===== src/rtl/id_token_stat.sv =====
// ============================================================================
// Module  : id_token_stat
// Purpose : Splits the identifier-FSM character stream into alphanumeric
//           tokens; reports per-token length/classification and keeps
//           saturating identifier statistics.
// Revision: 1.0 - initial release
// ============================================================================
`default_nettype none

module id_token_stat #(
  parameter int LEN_W = 8,
  parameter int CNT_W = 16
) (
  input  logic             clk,
  input  logic             rst_n,
  input  logic [7:0]       char,
  input  logic             match,
  input  logic             clr,
  output logic             tok_valid,
  output logic             tok_ok,
  output logic [LEN_W-1:0] tok_len,
  output logic [CNT_W-1:0] id_count,
  output logic [LEN_W-1:0] max_len
);

  localparam logic [LEN_W-1:0] c_len_max = '1;
  localparam logic [CNT_W-1:0] c_cnt_max = '1;

  typedef enum logic [0:0] {
    IDLE   = 1'b0,
    IN_TOK = 1'b1
  } state_t;

  state_t           r_state;
  state_t           w_state_nxt;
  logic [LEN_W-1:0] r_cur_len;
  logic [LEN_W-1:0] w_cur_len_nxt;
  logic             w_is_alnum;
  logic             w_done;

  always_comb begin
    w_is_alnum = ((char >= 8'h30) && (char <= 8'h39)) ||
                 ((char >= 8'h41) && (char <= 8'h5A)) ||
                 ((char >= 8'h61) && (char <= 8'h7A));
  end

  always_ff @(posedge clk or negedge rst_n) begin
    if (!rst_n) begin
      r_state   <= IDLE;
      r_cur_len <= '0;
    end else if (clr) begin
      r_state   <= IDLE;
      r_cur_len <= '0;
    end else begin
      r_state   <= w_state_nxt;
      r_cur_len <= w_cur_len_nxt;
    end
  end

  always_comb begin
    w_state_nxt   = r_state;
    w_cur_len_nxt = r_cur_len;
    w_done        = 1'b0;
    case (r_state)
      IDLE: begin
        if (w_is_alnum) begin
          w_state_nxt   = IN_TOK;
          w_cur_len_nxt = LEN_W'(1);
        end
      end
      IN_TOK: begin
        if (w_is_alnum) begin
          // Length sticks at all-ones; extra characters are not counted.
          if (r_cur_len != c_len_max) begin
            w_cur_len_nxt = r_cur_len + LEN_W'(1);
          end
        end else begin
          w_state_nxt = IDLE;
          w_done      = 1'b1;
        end
      end
      default: begin
        w_state_nxt = IDLE;
      end
    endcase
  end

  // match still reflects the FSM after the token's last character on this edge.
  always_ff @(posedge clk or negedge rst_n) begin
    if (!rst_n) begin
      tok_valid <= 1'b0;
      tok_ok    <= 1'b0;
      tok_len   <= '0;
      id_count  <= '0;
      max_len   <= '0;
    end else if (clr) begin
      tok_valid <= 1'b0;
      tok_ok    <= 1'b0;
      tok_len   <= '0;
      id_count  <= '0;
      max_len   <= '0;
    end else begin
      tok_valid <= w_done;
      if (w_done) begin
        tok_ok  <= match;
        tok_len <= r_cur_len;
        if (match) begin
          if (id_count != c_cnt_max) begin
            id_count <= id_count + CNT_W'(1);
          end
          if (r_cur_len > max_len) begin
            max_len <= r_cur_len;
          end
        end
      end
    end
  end

endmodule

`default_nettype wire


===== config.mk =====
export PLATFORM = sky130hd
export DESIGN_NAME = id_token_stat
export DESIGN_NICKNAME = d
export VERILOG_FILES = /design/src/rtl/id_token_stat.sv
export SDC_FILE = /design/constraint.sdc
export NUM_CORES = 1
export LEC_CHECK = 0
export ABC_CLOCK_PERIOD_IN_PS = 2300
export CAP_MARGIN = 25
export CORE_MARGIN = 4
export CORE_UTILIZATION = 35
export DETAILED_ROUTE_END_ITERATION = 12
export PLACE_DENSITY = 0.62
export RECOVER_POWER = 50
export SYNTH_ARGS = -nofsm -noshare
export SYNTH_HDL_FRONTEND = slang
export SYNTH_SLANG_ARGS = --single-unit

===== constraint.sdc =====
create_clock -name clk -period 2.3 [get_ports clk]
set_input_delay 0.23 -clock clk [delete_from_list [all_inputs] [get_ports clk]]
set_output_delay 0.23 -clock clk [all_outputs]
set_load 0.005 [all_outputs]

==> metrics.md <==
| Metric | Value |
|---|---|
| Setup bufs post-CTS | 0 |
| Height of the die | 92.2 um |
| Commonest non-fill, non-tap cells in the layout | dfrtp_1 (43), a21oi_1 (36), nand2_1 (32), clkdlybuf4s50_1 (28), buf_4 (20) |
| Placement-stage cell area | 3160 um^2 |
| CP required | 2.50 ns |
| Setup ws final | 0.264 ns |
| Ys async rst share | 100% |
| Pin count of the biggest net entering global routing | 39 |
| Die ar. | 8490 um^2 |
| Final WL | around 6700 um |
| Critical R2R Launch | max_len[2]$_DFFE_PN0P_ |
| Syn. warnings | 0 |
| LEAKAGE | 1.36 nW |
| Hold Path Stages | 2 |
| CP max FO | 7 |
| Clock Skew | 0.00444 ns |
| Startpoint class of the critical path | flip-flop |
| R2R cell count | 7 |
| Core Region | slightly below 7000 um^2 |
| Drt wl/cell | 15.5 um |
| Syn Area/Cell | 9.32 um^2 |
| Via count | around 2,300 |
| Antenna-violating nets left | 0 |
| Internal Pwr Total | 0.00116 W |
| Commonest non-fill, non-tap cell in the layout | dfrtp_1 |
| Global-route wire length before repair | 11,300 um |
| # diodes | 0 |
| Initial core utilization | 36.3% |
| Slew @ Worst Pin | 1.44 ns |
| Cell count after placement | ~420 |
| Register area share after synthesis | 43.4% |
| Die width | 92.2 um |
| Layout Area Growth over Synthesis | 32.0% |
| Initial antenna violation count | 0 |
| Relative max-transition margin | 4.10% |
| Status | finished clean |
| WS Path Type | flip-flop to flip-flop |
| CTS tree | done |
| Fmax | 491 MHz |
| PostCTS Resize Cnt | 0 |
| CP Data Arrival Time | 2.23 ns |
| Peak supply drop | 0.000193 V |
| Final Critical Period | 2.04 ns |
| Cts hold-fix bufs | 1 |
| Final Cycle Share | 88.5% |
| Clk sinks | 43 |
| Residual DRC count | 0 |
| Number of H-tree levels | 2 |
| Critical path origin | max_len[2]$_DFFE_PN0P_ |
| Hold Fails Final Rpt | 0 |
| Congestion Overflow GR | 0 |
| Switching Share | 24.0% |
| Combinational power share | 9.1% |
| Clk buf depth | 2 |
| Clock network fraction of total power | 41.0% |
| Final RePlAce weighted congestion | 0.829 |
| Synth Register Bits | 43 |
| Synthesized net count | 288 |
| IO buf count | 45 |
| CTS buffer count | 5 |
| RSZ-0062 raised after global routing | no |
| DR pass1 iterations | 4 |
| I/O pins | 46 |
| DP HPWL | 4730 um |
| Unique masters post-synth | 46 |
| Nets@finish | 353 |
| Syn Inst Count | 266 |
| Final Cell Area | between 3000 and 4000 um^2 |
| Setup TNS | 0 ns |
| Synthesized cell area | 2480 um^2 |
| Ratio of cells with drive above 1 in the final layout | a little over an eighth |
| Fin. max-slew vios | 0 |
| Clock slew at reported path FFs | 0.08 ns |
| CP endpoint kind | flip-flop |
| Hold WC Path Type | flip-flop to flip-flop |
| Pwr/cell area | 468 nW/um^2 |
| CTS Root Cell | clkbuf_8 |
| Pre-CTS WS | ~0.070 ns |
| Number of synthesized flops with an enable pin | 0 |
| Primary FF master, synth | dfrtp_1 |
| Switch Pwr | 0.000367 W |
| Cell Rows | 30 |
| Initial DRC count | 133 |
| Number of global-route vias before repair | between 2,000 and 2,500 |
| Clk_lat worst skew | 0.31 ns |
| Total track usage | 16.6% |
| Non-Filler Instances | 428 |
| Sequential share of power | 49.9% |
| Vias per cell | approximately 5.5 |
| Setup Viol. Count Final | 0 |
| Maxcap violations | 0 |
| Hold wc startpoint | tok_len[0]$_DFFE_PN0P_ |
==> per-layer routing <==
layer / track usage (%) / share of wire, %
met4: 6.06 / 1.6
met2: 27.7 / 49
met5: 0 / 0
met3: 3.36 / 4.2
met1: 21.3 / 46
==> final cells by class <==
class                   count  area (um^2)
clock buffers               6         82.6
fillers                   688         3560
well taps                  96          120
multi-input cells         194         1270
repair buffers             68          614
inverters                  19         71.3
flip-flops and latches     43         1080
clock inverters             2         35.0
==> critical path, stage by stage, from the launching register on <==
cell and delay (ns):
dfrtp_1 0.37, inv_1 0.06, ha_1 0.31, nand3_1 0.10, or3_1 0.35, o2111a_1 0.18, and3_1 0.29, a22o_1 0.26
==> power groups by stage <==
| stage | Combinational (W) | Clock (W) | Sequential [W] |
|---|---|---|---|
| floorplan | 0.0000657 | 0 | 0.000780 |
| global placement | 0.000140 | 0 | 0.000779 |
| detailed placement | 0.000142 | 0 | 0.000779 |
| CTS | 0.000144 | 0.000641 | 0.000764 |
| global route | 0.000155 | 0.000674 | 0.000765 |
| finish | 0.000140 | 0.000627 | 0.000764 |
==> synthesized netlist by cell type (all sizes together), types with 6 or more instances <==
cell | instances | share of area, %
dfrtp | 43 | 43
a21oi | 36 | 7.3
nand2 | 34 | 5.4
inv | 19 | 2.9
o21ai | 17 | 4.3
nand3 | 13 | 2.6
or3 | 13 | 3.5
ha | 10 | 5.0
a22o | 7 | 2.5
clkbuf | 7 | 1.1
nand4 | 7 | 2.4
or4 | 7 | 2.1
nor3 | 6 | 1.4
o31ai | 6 | 2.4
==> path summary, 6_finish.rpt <==
path | endpoint | slack [ns]
setup / recovery | max_len[5]$_DFFE_PN0P_ | 0.26
min in group asynchronous | max_len[1]$_DFFE_PN0P_ | 0.79
max in group asynchronous | tok_len[5]$_DFFE_PN0P_ | 0.53
hold reg to reg | tok_len[0]$_DFFE_PN0P_ | 0.52
hold / removal | tok_len[0]$_DFFE_PN0P_ | 0.52
setup reg to reg | max_len[5]$_DFFE_PN0P_ | 0.26
==> metrics by stage <==
step / hold slack, ns / util, % / power, W
2_1_floorplan: -0.0656 / - / 0.000846
3_3_place_gp: 0.271 / 46.2 / 0.000920
5_1_grt: 0.544 / 47.9 / 0.00159
4_1_cts: 0.479 / 48.1 / 0.00155
6_report: 0.521 / 47.9 / 0.00153
3_5_place_dp: 0.272 / 46.2 / 0.000922
==> state kept, by name (all words and copies together), names as in the netlist <==
register,cells
id_count,16
tok_ok,1
max_len,8
tok_len,8
r_state,1
tok_valid,1
r_cur_len,8
==> kinds of logic (layout without fill, tap and decap cells) <==
family / count (synthesis) / after routing / share of synthesized area (%)
simple gates: 99 / 99 / 22.5
fa+ha+maj: 10 / 10 / 5.05
buf+inv: 29 / 95 / 5.05
flops: 43 / 43 / 43.4
compound gates: 84 / 84 / 23.4
mux: 1 / 1 / 0.606
Power figures use the tool's default switching activity.
